File: config.mk
export PLATFORM = sky130hd
export DESIGN_NAME = ctrl_decode_fsm_flat
export DESIGN_NICKNAME = d
export VERILOG_FILES = /design/src/rtl/ctrl_pkg.sv /design/src/rtl/ctrl_decode_fsm_if.sv /design/src/rtl/ctrl_decode_fsm_op_decode.sv /design/src/rtl/ctrl_decode_fsm.sv /design/src/flat_wrapper.sv
export SDC_FILE = /design/constraint.sdc
export NUM_CORES = 1
export LEC_CHECK = 0
export ABC_AREA = 1
export BUFFER_PORTS_ARGS = -buffer_cell sky130_fd_sc_hd__buf_2
export CAP_MARGIN = 40
export CORE_MARGIN = 2
export CORE_UTILIZATION = 46
export DETAILED_ROUTE_END_ITERATION = 8
export GPL_TIMING_DRIVEN = 0
export PLACE_DENSITY = 0.86
export SYNTH_ARGS = -nofsm -noshare
export SYNTH_HDL_FRONTEND = slang
export SYNTH_SLANG_ARGS = --single-unit
File: constraint.sdc
create_clock -name CLK -period 1.9 [get_ports CLK]
set_input_delay 0 -clock CLK [delete_from_list [all_inputs] [get_ports CLK]]
set_output_delay 0 -clock CLK [all_outputs]
set_load 0.02 [all_outputs]
File: src/rtl/ctrl_pkg.sv
// Shared definitions for the ctrl_decode_fsm sequencing control unit:
// opcode map, ALU and shift encodings, FSM states and the decoded control bundle.
package ctrl_pkg;

  localparam int OPW    = 8;
  localparam int ALUOPW = 3;

  localparam logic [OPW-1:0] OP_LOADI = 8'h00;
  localparam logic [OPW-1:0] OP_MOV   = 8'h01;
  localparam logic [OPW-1:0] OP_ADD   = 8'h02;
  localparam logic [OPW-1:0] OP_SUB   = 8'h03;
  localparam logic [OPW-1:0] OP_AND   = 8'h04;
  localparam logic [OPW-1:0] OP_OR    = 8'h05;
  localparam logic [OPW-1:0] OP_J     = 8'h06;
  localparam logic [OPW-1:0] OP_BEQ   = 8'h07;
  localparam logic [OPW-1:0] OP_MUL   = 8'h08;
  localparam logic [OPW-1:0] OP_SLL   = 8'h09;
  localparam logic [OPW-1:0] OP_SRL   = 8'h0A;
  localparam logic [OPW-1:0] OP_SRA   = 8'h0B;
  localparam logic [OPW-1:0] OP_ROR   = 8'h0C;
  localparam logic [OPW-1:0] OP_BNE   = 8'h0D;
  localparam logic [OPW-1:0] OP_LWD   = 8'h0E;
  localparam logic [OPW-1:0] OP_LWI   = 8'h0F;
  localparam logic [OPW-1:0] OP_SWD   = 8'h10;
  localparam logic [OPW-1:0] OP_SWI   = 8'h11;

  typedef enum logic [ALUOPW-1:0] {
    ALU_FWD   = 3'b000,
    ALU_ADD   = 3'b001,
    ALU_AND   = 3'b010,
    ALU_OR    = 3'b011,
    ALU_MUL   = 3'b100,
    ALU_SHIFT = 3'b101
  } aluop_t;

  typedef enum logic [1:0] {
    SHIFT_SLL = 2'b00,
    SHIFT_SRL = 2'b01,
    SHIFT_SRA = 2'b10,
    SHIFT_ROR = 2'b11
  } shift_t;

  typedef enum logic [2:0] {
    ST_IDLE = 3'd0,
    ST_EXEC = 3'd1,
    ST_MEM  = 3'd2,
    ST_WB   = 3'd3,
    ST_HALT = 3'd4
  } state_t;

  // Everything the EXEC cycle needs, captured on the accept edge.
  typedef struct packed {
    aluop_t aluop;
    logic   neg_sel;
    logic   imm_sel;
    shift_t shift_type;
    logic   reg_write;
    logic   mem_read;
    logic   mem_write;
    logic   is_jump;
    logic   is_beq;
    logic   is_bne;
  } ctrl_t;

endpackage

File: src/rtl/ctrl_decode_fsm_if.sv
// Instruction handshake plus ALU/datapath control bundle of ctrl_decode_fsm.
// master = instruction source / datapath side, slave = the decoder itself.
interface ctrl_decode_fsm_if;
  import ctrl_pkg::*;

  logic [31:0]       INSTRUCTION;
  logic              INSTR_VALID;
  logic              INSTR_READY;
  logic              ZERO;
  logic              MEM_BUSYWAIT;
  logic [ALUOPW-1:0] ALUOP;
  logic              NEG_SEL;
  logic              IMM_SEL;
  logic [1:0]        SHIFT_TYPE;
  logic              REG_WRITE;
  logic              MEM_READ;
  logic              MEM_WRITE;
  logic              BRANCH_TAKEN;
  logic              ILLEGAL;

  modport master (
    output INSTRUCTION, INSTR_VALID, ZERO, MEM_BUSYWAIT,
    input  INSTR_READY, ALUOP, NEG_SEL, IMM_SEL, SHIFT_TYPE,
           REG_WRITE, MEM_READ, MEM_WRITE, BRANCH_TAKEN, ILLEGAL
  );

  modport slave (
    input  INSTRUCTION, INSTR_VALID, ZERO, MEM_BUSYWAIT,
    output INSTR_READY, ALUOP, NEG_SEL, IMM_SEL, SHIFT_TYPE,
           REG_WRITE, MEM_READ, MEM_WRITE, BRANCH_TAKEN, ILLEGAL
  );
endinterface

File: src/rtl/ctrl_decode_fsm_op_decode.sv
// Combinational opcode decoder: opcode -> control bundle plus is_mem/is_load/illegal.
// Illegal opcodes produce an all-zero bundle, which executes as a NOP.
module op_decode
  import ctrl_pkg::*;
(
  input  logic [OPW-1:0] opcode,
  output ctrl_t          ctrl,
  output logic           is_mem,
  output logic           is_load,
  output logic           illegal
);

  always_comb begin
    // NOTE: every output gets a default before the case so no latch is inferred.
    ctrl    = '0;
    is_mem  = 1'b0;
    is_load = 1'b0;
    illegal = 1'b0;

    case (opcode)
      OP_LOADI: begin
        ctrl.aluop     = ALU_FWD;
        ctrl.imm_sel   = 1'b1;
        ctrl.reg_write = 1'b1;
      end
      OP_MOV: begin
        ctrl.aluop     = ALU_FWD;
        ctrl.reg_write = 1'b1;
      end
      OP_ADD: begin
        ctrl.aluop     = ALU_ADD;
        ctrl.reg_write = 1'b1;
      end
      OP_SUB: begin
        ctrl.aluop     = ALU_ADD;
        ctrl.neg_sel   = 1'b1;
        ctrl.reg_write = 1'b1;
      end
      OP_AND: begin
        ctrl.aluop     = ALU_AND;
        ctrl.reg_write = 1'b1;
      end
      OP_OR: begin
        ctrl.aluop     = ALU_OR;
        ctrl.reg_write = 1'b1;
      end
      OP_J: begin
        ctrl.is_jump = 1'b1;
      end
      OP_BEQ: begin
        ctrl.aluop   = ALU_ADD;
        ctrl.neg_sel = 1'b1;
        ctrl.is_beq  = 1'b1;
      end
      OP_MUL: begin
        ctrl.aluop     = ALU_MUL;
        ctrl.reg_write = 1'b1;
      end
      OP_SLL, OP_SRL, OP_SRA, OP_ROR: begin
        ctrl.aluop      = ALU_SHIFT;
        ctrl.imm_sel    = 1'b1;
        // 09..0C map to 00..11: the low two opcode bits minus one.
        ctrl.shift_type = shift_t'(opcode[1:0] - 2'd1);
        ctrl.reg_write  = 1'b1;
      end
      OP_BNE: begin
        ctrl.aluop   = ALU_ADD;
        ctrl.neg_sel = 1'b1;
        ctrl.is_bne  = 1'b1;
      end
      OP_LWD: begin
        ctrl.mem_read = 1'b1;
        is_mem        = 1'b1;
        is_load       = 1'b1;
      end
      OP_LWI: begin
        ctrl.imm_sel  = 1'b1;
        ctrl.mem_read = 1'b1;
        is_mem        = 1'b1;
        is_load       = 1'b1;
      end
      OP_SWD: begin
        ctrl.mem_write = 1'b1;
        is_mem         = 1'b1;
      end
      OP_SWI: begin
        ctrl.imm_sel   = 1'b1;
        ctrl.mem_write = 1'b1;
        is_mem         = 1'b1;
      end
      default: begin
        illegal = 1'b1;
      end
    endcase
  end

endmodule

File: src/rtl/ctrl_decode_fsm.sv
// Sequencing control unit: accepts instructions, registers decoded ALU/datapath
// controls and sequences memory accesses. Optional trap: CTRL_ILLEGAL_TRAP_EN.
module ctrl_decode_fsm
  import ctrl_pkg::*;
(
  input logic              CLK,
  input logic              RESET,
  ctrl_decode_fsm_if.slave bus
);

  state_t state;
  ctrl_t  dec;
  logic   dec_is_mem;
  logic   dec_is_load;
  logic   dec_illegal;
  logic   accept;

  // Registered per-instruction flags that steer the FSM and BRANCH_TAKEN.
  logic is_mem_q;
  logic is_load_q;
  logic is_jump_q;
  logic is_beq_q;
  logic is_bne_q;

  // Operand fields belong to the datapath; only the opcode is decoded here.
  logic unused_operands;
  assign unused_operands = ^bus.INSTRUCTION[31-OPW:0];

  op_decode u_op_decode (
    .opcode  (bus.INSTRUCTION[31 -: OPW]),
    .ctrl    (dec),
    .is_mem  (dec_is_mem),
    .is_load (dec_is_load),
    .illegal (dec_illegal)
  );

  assign bus.INSTR_READY = ~RESET &
                           ((state == ST_IDLE) || (state == ST_EXEC && !is_mem_q));
  assign accept          = bus.INSTR_VALID & bus.INSTR_READY;

  // ZERO comes straight from the ALU during EXEC, so the redirect stays combinational.
  assign bus.BRANCH_TAKEN = (state == ST_EXEC) &
                            (is_jump_q | (is_beq_q & bus.ZERO) | (is_bne_q & ~bus.ZERO));

`ifdef CTRL_ILLEGAL_TRAP_EN
`else
  logic unused_illegal;
  assign unused_illegal = dec_illegal;
  assign bus.ILLEGAL    = 1'b0;
`endif

  always_ff @(posedge CLK or posedge RESET) begin
    // NOTE: state and every registered output use non-blocking assignments only.
    if (RESET) begin
      state          <= ST_IDLE;
      bus.ALUOP      <= ALU_FWD;
      bus.NEG_SEL    <= 1'b0;
      bus.IMM_SEL    <= 1'b0;
      bus.SHIFT_TYPE <= SHIFT_SLL;
      bus.REG_WRITE  <= 1'b0;
      bus.MEM_READ   <= 1'b0;
      bus.MEM_WRITE  <= 1'b0;
      is_mem_q       <= 1'b0;
      is_load_q      <= 1'b0;
      is_jump_q      <= 1'b0;
      is_beq_q       <= 1'b0;
      is_bne_q       <= 1'b0;
`ifdef CTRL_ILLEGAL_TRAP_EN
      bus.ILLEGAL    <= 1'b0;
`endif
    end else begin
      case (state)
        ST_IDLE, ST_EXEC: begin
          if (state == ST_EXEC && is_mem_q) begin
            // Memory strobes were raised on the accept edge and stay up in MEM.
            state <= ST_MEM;
          end else if (accept) begin
`ifdef CTRL_ILLEGAL_TRAP_EN
            if (dec_illegal) begin
              state         <= ST_HALT;
              bus.ILLEGAL   <= 1'b1;
              bus.REG_WRITE <= 1'b0;
              bus.MEM_READ  <= 1'b0;
              bus.MEM_WRITE <= 1'b0;
              is_mem_q      <= 1'b0;
              is_load_q     <= 1'b0;
              is_jump_q     <= 1'b0;
              is_beq_q      <= 1'b0;
              is_bne_q      <= 1'b0;
            end else
`endif
            begin
              state          <= ST_EXEC;
              bus.ALUOP      <= dec.aluop;
              bus.NEG_SEL    <= dec.neg_sel;
              bus.IMM_SEL    <= dec.imm_sel;
              bus.SHIFT_TYPE <= dec.shift_type;
              bus.REG_WRITE  <= dec.reg_write;
              bus.MEM_READ   <= dec.mem_read;
              bus.MEM_WRITE  <= dec.mem_write;
              is_mem_q       <= dec_is_mem;
              is_load_q      <= dec_is_load;
              is_jump_q      <= dec.is_jump;
              is_beq_q       <= dec.is_beq;
              is_bne_q       <= dec.is_bne;
            end
          end else begin
            state         <= ST_IDLE;
            bus.REG_WRITE <= 1'b0;
            bus.MEM_READ  <= 1'b0;
            bus.MEM_WRITE <= 1'b0;
            is_mem_q      <= 1'b0;
            is_load_q     <= 1'b0;
            is_jump_q     <= 1'b0;
            is_beq_q      <= 1'b0;
            is_bne_q      <= 1'b0;
          end
        end

        ST_MEM: begin
          if (!bus.MEM_BUSYWAIT) begin
            bus.MEM_READ  <= 1'b0;
            bus.MEM_WRITE <= 1'b0;
            bus.REG_WRITE <= is_load_q;
            state         <= is_load_q ? ST_WB : ST_IDLE;
          end
        end

        ST_WB: begin
          bus.REG_WRITE <= 1'b0;
          state         <= ST_IDLE;
        end

        // Only RESET leaves HALT.
        ST_HALT: state <= ST_HALT;

        default: state <= ST_IDLE;
      endcase
    end
  end

endmodule

File: src/flat_wrapper.sv
// flat-port wrapper written by rule: the top's interface ports become plain ports
module ctrl_decode_fsm_flat import ctrl_pkg::*;
  (CLK, RESET, bus_INSTRUCTION, bus_INSTR_VALID, bus_ZERO, bus_MEM_BUSYWAIT, bus_INSTR_READY, bus_ALUOP, bus_NEG_SEL, bus_IMM_SEL, bus_SHIFT_TYPE, bus_REG_WRITE, bus_MEM_READ, bus_MEM_WRITE, bus_BRANCH_TAKEN, bus_ILLEGAL);
  ctrl_decode_fsm_if bus_i ();
  input logic CLK;
  input logic RESET;
  input wire logic [$bits(bus_i.INSTRUCTION)-1:0] bus_INSTRUCTION;
  input wire logic [$bits(bus_i.INSTR_VALID)-1:0] bus_INSTR_VALID;
  input wire logic [$bits(bus_i.ZERO)-1:0] bus_ZERO;
  input wire logic [$bits(bus_i.MEM_BUSYWAIT)-1:0] bus_MEM_BUSYWAIT;
  output wire logic [$bits(bus_i.INSTR_READY)-1:0] bus_INSTR_READY;
  output wire logic [$bits(bus_i.ALUOP)-1:0] bus_ALUOP;
  output wire logic [$bits(bus_i.NEG_SEL)-1:0] bus_NEG_SEL;
  output wire logic [$bits(bus_i.IMM_SEL)-1:0] bus_IMM_SEL;
  output wire logic [$bits(bus_i.SHIFT_TYPE)-1:0] bus_SHIFT_TYPE;
  output wire logic [$bits(bus_i.REG_WRITE)-1:0] bus_REG_WRITE;
  output wire logic [$bits(bus_i.MEM_READ)-1:0] bus_MEM_READ;
  output wire logic [$bits(bus_i.MEM_WRITE)-1:0] bus_MEM_WRITE;
  output wire logic [$bits(bus_i.BRANCH_TAKEN)-1:0] bus_BRANCH_TAKEN;
  output wire logic [$bits(bus_i.ILLEGAL)-1:0] bus_ILLEGAL;
  assign bus_i.INSTRUCTION = bus_INSTRUCTION;
  assign bus_i.INSTR_VALID = bus_INSTR_VALID;
  assign bus_i.ZERO = bus_ZERO;
  assign bus_i.MEM_BUSYWAIT = bus_MEM_BUSYWAIT;
  assign bus_INSTR_READY = bus_i.INSTR_READY;
  assign bus_ALUOP = bus_i.ALUOP;
  assign bus_NEG_SEL = bus_i.NEG_SEL;
  assign bus_IMM_SEL = bus_i.IMM_SEL;
  assign bus_SHIFT_TYPE = bus_i.SHIFT_TYPE;
  assign bus_REG_WRITE = bus_i.REG_WRITE;
  assign bus_MEM_READ = bus_i.MEM_READ;
  assign bus_MEM_WRITE = bus_i.MEM_WRITE;
  assign bus_BRANCH_TAKEN = bus_i.BRANCH_TAKEN;
  assign bus_ILLEGAL = bus_i.ILLEGAL;
  ctrl_decode_fsm u_core (.CLK(CLK), .RESET(RESET), .bus(bus_i));
endmodule
======== Yosys cells after proc, flatten, opt, wreduce, memory -nomap -nowiden ========
Index checks and enable logic that the tools add are counted.
storage, ports and cells
  register bits after elaboration ......... 18
  input port bits ......................... 37
  word-level logic and storage cells ...... 99
operators by class
  $add $sub $neg .......................... 1
  eq/ne operators ......................... 23
  multiplexer cells ....................... 31
  bitwise logic cells ..................... 10
  reduce and logical (&&, ||, !) cells .... 21
operators with widths
  operator                                                               number
  8-bit by 4-bit equality test with 1-bit output, second input constant  8
  8-bit by 3-bit equality test with 1-bit output, second input constant  4
  1-bit 2-to-1 mux                                                       22
  8-bit by 2-bit equality test with 1-bit output, second input constant  2
  8-bit by 5-bit equality test with 1-bit output, second input constant  2
  3-bit one-hot mux with 5 select lines                                  1
  4-bit OR reduction                                                     3
  11-bit OR reduction                                                    1
  3-bit one-hot mux with 3 select lines                                  1
  3-bit AND reduction                                                    3
  8-bit by 1-bit equality test with 1-bit output, second input constant  1
  8-bit zero test                                                        1
  7-bit OR reduction                                                     1
  3-bit by 2-bit equality test with 1-bit output, second input constant  2
  3-bit 2-to-1 mux                                                       2
  2-bit OR reduction                                                     3
  1-bit AND                                                              5
  2-bit 2-to-1 mux                                                       2
  2-bit != test, second input constant                                   2
  1-bit one-hot mux with 2 select lines                                  2
  3-bit by 1-bit equality test with 1-bit output, second input constant  1
  3-bit equality test, second input constant                             1
  3-bit zero test                                                        1
  1-bit NOT                                                              3
  other kinds (10)                                                       12

======== Depth between registers and ports, before layout ========
  depth after elaboration ................. 8
  depth in mapped cells ................... 12
  mapped depth without buffers ............ 12

======== Modules after synthesis ========
From an unflattened synthesis, not the netlist that was laid out.
unflattened totals
  cell total of the unflattened synthesis .. 169
  area total of the unflattened synthesis .. 1,188.6 sq um
by module, submodules not included
  module           instances  cells an instance  area an instance (sq um)  seq. area each (sq um)
  ctrl_decode_fsm  1          98                 804.5                     450.4
  op_decode        1          71                 384.1                     0.0

======== Worst setup path after synthesis ========
OpenSTA, ideal clock, no wires.
  path type ............................... register -> register
  from .................................... register u_core.state[1]
  to ...................................... register u_core.bus.ALUOP[1]
  setup time .............................. 122 ps
  arrival ................................. 1,252 ps
  required time ........................... 1,778 ps
  setup slack ............................. 526 ps
  stages on the path, launching flop included .. 8
  period minus slack after synthesis ...... 1,374 ps
  path through ............................ dfrtp_1 nor2_4 nand2_4 nor3_4 inv_4 buf_6 nand2_1 o21ai_2
on the way
  longest elaborated chain between the ends .. 6
  elaborated cells on any way between the ends .. 10
  classes of those cells .................. eq/ne: 1; bitwise: 3; reduce/logical: 6
ends and longest elaborated chain
  element                                         line                                                                 source
  start: declaration                              ctrl_decode_fsm.sv:11                                                state_t state;
  start signal: assignment                        ctrl_decode_fsm.sv:125                                               state <= is_load_q ? ST_WB : ST_IDLE;
  3-bit by 1-bit equality test with 1-bit output  ctrl_decode_fsm.sv:38, ctrl_decode_fsm.sv:72, ctrl_decode_fsm.sv:74
  1-bit logical AND                               ctrl_decode_fsm.sv:38                                                ((state == ST_IDLE) || (state == ST_EXEC && !is_mem_q));
  1-bit logical OR                                ctrl_decode_fsm.sv:38
  1-bit AND                                       ctrl_decode_fsm.sv:37                                                assign bus.INSTR_READY = ~RESET &
  1-bit AND                                       ctrl_decode_fsm.sv:39                                                assign accept = bus.INSTR_VALID & bus.INSTR_READY;
  3-bit AND reduction (no line) (*)               --
  end signal: assignment                          ctrl_decode_fsm.sv:94                                                bus.ALUOP <= dec.aluop;
  end: declaration                                ctrl_decode_fsm_if.sv:29                                             output INSTR_READY, ALUOP, NEG_SEL, IMM_SEL, SHIFT_TYPE,
Mark *: on every way between the ends. The rest lies on a longest branch, timed or not.
A chain may end at the register's enable or synchronous reset.

======== Worst setup path after layout ========
  from .................................... input port bus_INSTRUCTION[24]
  to ...................................... register u_core.bus.ALUOP[0]
on the way
  longest elaborated chain between the ends .. 3
  elaborated cells on any way between the ends .. 14
  classes of those cells .................. eq/ne: 11; mux: 1; reduce/logical: 2
ends and longest elaborated chain
  element                                                                       line                             source
  start: declaration                                                            flat_wrapper.sv:7                input wire logic [$bits(bus_i.INSTRUCTION)-1:0] bus_INSTRUCTION;
  8-bit by 4-bit equality test with 1-bit output, or another cell as far along  --
  4-bit OR reduction (no line)                                                  --
  3-bit one-hot mux with 5 select lines (*)                                     ctrl_decode_fsm_op_decode.sv:20  case (opcode)
Marks and branches as above.

==> metrics.md <==
| Metric | Value |
|---|---|
| Status | `completed` |
| Setup Crit Path Kind | `in -> reg` |
| Final ANT Viol Nets | `0` |
| GRT Total Usage | `19.5%` |
| Ys async rst share | `100%` |
| Initial antenna violation count | `0` |
| Post-synthesis sequential area ratio | `41.8%` |
| Hold Path End | `u_core.state[0]$_DFFE_PP0P_` |
| Minimum clock period | `1.63 ns` |
| Final Hold Viols | `0` |
| Unrepaired setup endpoints after global routing | `no` |
| Net Switching | `0.171 mW` |
| Net Count, Synth | `180` |
| DR vias/cell | `5.04` |
| DR pass1 iterations | `4` |
| Vias in the first global route | `876` |
| Synth Warn # | `0` |
| Number of flops mapped to enable cells by yosys | `0` |
| Period Utilization, post-route | `85.9%` |
| HPWL after detailed placement | `1.90 mm` |
| Initial Util | `48.7%` |
| Post-CTS Setup Bufs | `0` |
| Hold depth | `3` |
| Die ar. | `2750 sq um` |
| Routed len/inst | `12.0 um` |
| Hold Crit Start | `bus_MEM_BUSYWAIT` |
| RePlAce Congestion | `0.859` |
| Cell area power density | `521 nW/um^2` |
| Clk slew on worst S/H paths | `0.09 ns` |
| Fill count | `220` |
| H-tree depth | `1` |
| CTS tree | `done` |
| Crit start category | `input pin` |
| Count of cell types in the netlist | `26` |
| Cells after Synth | `139` |
| Area Growth Syn to Fin | `18.4%` |
| Post-synth top area share | `41.8%` |
| I/O Buffers | `24` |
| Crit path DAT | `1.81 ns` |
| Area contributors post-synth | `dfrtp_1 42%, nand2_1 15%, nor2_1 5.6%` |
| Slew headroom | `56.0%` |
| Number of remaining DRC errors | `0` |
| Die X | `52.4 um` |
| Seq cells post-synth | `18` |
| Comb power frac | `14.0%` |
| Leakage | `0.702 nW` |
| CTS sink count | `18` |
| Fin Setup TNS | `0 ns` |
| HP Class | `in -> reg` |
| Die height | `52.4 um` |
| CTS buffer count | `3` |
| Peak supply drop | `0.000223 V` |
| Clock latency on the worst-skew pair | `0.28 ns` |
| R2R Setup Slk | `0.33 ns` |
| Maximum root-to-sink buffer count | `2` |
| Cell taking the most area after synthesis | `dfrtp_1` |
| Tot Pwr | `0.664 mW` |
| Worst Skew | `0.00281 ns` |
| # nets final | `211` |
| Routed wire length | `2.35 mm` |
| Switching Fraction | `25.7%` |
| Max-slew violations | `0` |
| Number of antenna repair diodes | `0` |
| Worst flop-to-flop path startpoint | `u_core.state[1]$_DFFE_PP0P_` |
| Layout cells sized above 1 | `24.4%` |
| Root Buffer | `clkbuf_4` |
| Vias | `988` |
| Core ar. | `2210 sq um` |
| Worst path required time | `2.07 ns` |
| Global-route wire length before repair | `3.99 mm` |
| Initial DRC Count | `8` |
| Rows | `17` |
| Final setup fails | `0` |
| Synth top cells by count | `42 x nand2_1, 18 x dfrtp_1, 16 x nor2_1` |
| RR Endpoint | `u_core.bus.SHIFT_TYPE[0]$_DFFE_PP0P_` |
| Sequential Power Share | `58.8%` |
| Clock power frac | `27.1%` |
| Worst r2r path cells | `7` |
| Ys flop type | `dfrtp_1` |
| Largest net degree at the start of global routing | `19` |
| Fmax | `0.612 GHz` |
| Pin slew with the least headroom to its limit | `0.659 ns` |
| Worst-path maximum fanout | `4` |
| Max-cap violations | `0` |
| Int Power | `0.493 mW` |
| Num ports | `50` |
| Worst setup EP type | `register` |
| Cell area after synthesis | `1080 sq um` |
| Most frequent cell after synthesis | `nand2_1` |
| Syn_area_per_cell | `7.75 sq um` |
| GR Overflow Total | `0` |
-- layout make-up --
class | instances | area, sq um | area share, %
sequential | 18 | 450 | 35.3
timing repair buffer | 26 | 140 | 11.0
clock buffer | 3 | 22.5 | 1.77
inverter | 16 | 62.6 | 4.91
buffer | 2 | 18.8 | 1.47
tap | 28 | 35.0 | 2.75
multi-input combinational | 103 | 546 | 42.8
-- power by group through the flow --
stage	combinational, mW	sequential, mW	clock [mW]
floorplan	0.0536	0.401	0
global placement	0.0881	0.398	0
detailed placement	0.0903	0.398	0
CTS	0.0939	0.390	0.187
global route	0.106	0.391	0.211
finish	0.0933	0.391	0.180
-- kinds of logic after synthesis --
kind of cell	count (synthesis)	synth area share, %
AO/OA/AOI/OAI	24	14.1
buffers and inverters	18	7.55
other	1	0.348
flip-flops	18	41.8
AND/OR/NAND/NOR	74	31.6
adder cells (fa/ha/maj)	4	4.65
-- cells in the final DEF, fill, tap and decap left out, drive strengths merged, types with 2 or more instances in the layout --
cell / count
nand2: 45
a31oi: 2
o21ai: 8
nor3: 3
dlygate4sd3: 2
inv: 16
clkbuf: 3
o31ai: 2
a21oi: 10
ha: 4
nand3: 7
nor2: 17
buf: 26
dfrtp: 18
-- how the worst max path moves through the flow --
stage,startpoint,to,slack (ns),cells past startpoint
6_report,bus_INSTRUCTION[24],u_core.bus.ALUOP[0]$_DFFE_PP0P_,0.27,14
5_1_grt,bus_INSTRUCTION[24],u_core.bus.ALUOP[0]$_DFFE_PP0P_,0.03,14
4_1_cts,bus_INSTRUCTION[24],u_core.bus.ALUOP[0]$_DFFE_PP0P_,0.29,14
3_3_place_gp,u_core.state[1]$_DFFE_PP0P_,u_core.bus.SHIFT_TYPE[0]$_DFFE_PP0P_,0.40,7
2_1_floorplan,u_core.state[1]$_DFFE_PP0P_,u_core.bus.ALUOP[1]$_DFFE_PP0P_,0.53,7
3_5_place_dp,u_core.state[1]$_DFFE_PP0P_,u_core.bus.SHIFT_TYPE[0]$_DFFE_PP0P_,0.35,7
-- stage by stage --
stage               util [%]  hold slack (ns)  setup WS, ns  cells  area, sq um
global placement        55.7            0.141         0.395    191         1230
finish                  57.6           0.0110         0.267    196         1270
global route            57.6           0.0151        0.0328    196         1270
floorplan                  -          -0.0614         0.526    139         1080
detailed placement      55.7            0.170         0.350    191         1230
CTS                     57.6           0.0108         0.290    196         1270
-- worst max-delay path, cell delays in order --
cell and delay, ns:
dlygate4sd3_1 0.51, buf_2 0.13, inv_1 0.06, ha_1 0.26, nor2_1 0.11, nand2_1 0.06, nand2_1 0.05, nand2_1 0.04
nand2_1 0.12, inv_1 0.08, nor2_1 0.09, nand2_1 0.05, o21ai_0 0.17, nand2_1 0.07
-- timing repair --
| item | CTS | global route |
|---|---|---|
| endpoints found under the hold margin | 19 | 0 |
| hold buffers | 2 | 0 |
| gates resized for setup | 0 | 0 |
-- metal layers --
| metal | GRT usage (%) | routed length [um] | share of wire (%) |
|---|---|---|---|
| met1 | 25.4 | 1050 | 45 |
| met2 | 33.5 | 1180 | 50 |
| met3 | 2.00 | 87 | 3.7 |
| met4 | 6.41 | 34 | 1.4 |
| met5 | 0 | 0 | 0 |
-- flip-flops by register name, indices dropped and copies added, names as in the netlist --
register and flops:
u_core.bus.ALUOP 3, u_core.state 3, u_core.bus.SHIFT_TYPE 2, u_core.bus.IMM_SEL 1
u_core.bus.MEM_READ 1, u_core.bus.MEM_WRITE 1, u_core.bus.NEG_SEL 1, u_core.bus.REG_WRITE 1
u_core.is_beq_q 1, u_core.is_bne_q 1, u_core.is_jump_q 1, u_core.is_load_q 1
u_core.is_mem_q 1
No activity file was read; power rests on OpenSTA's default activity.
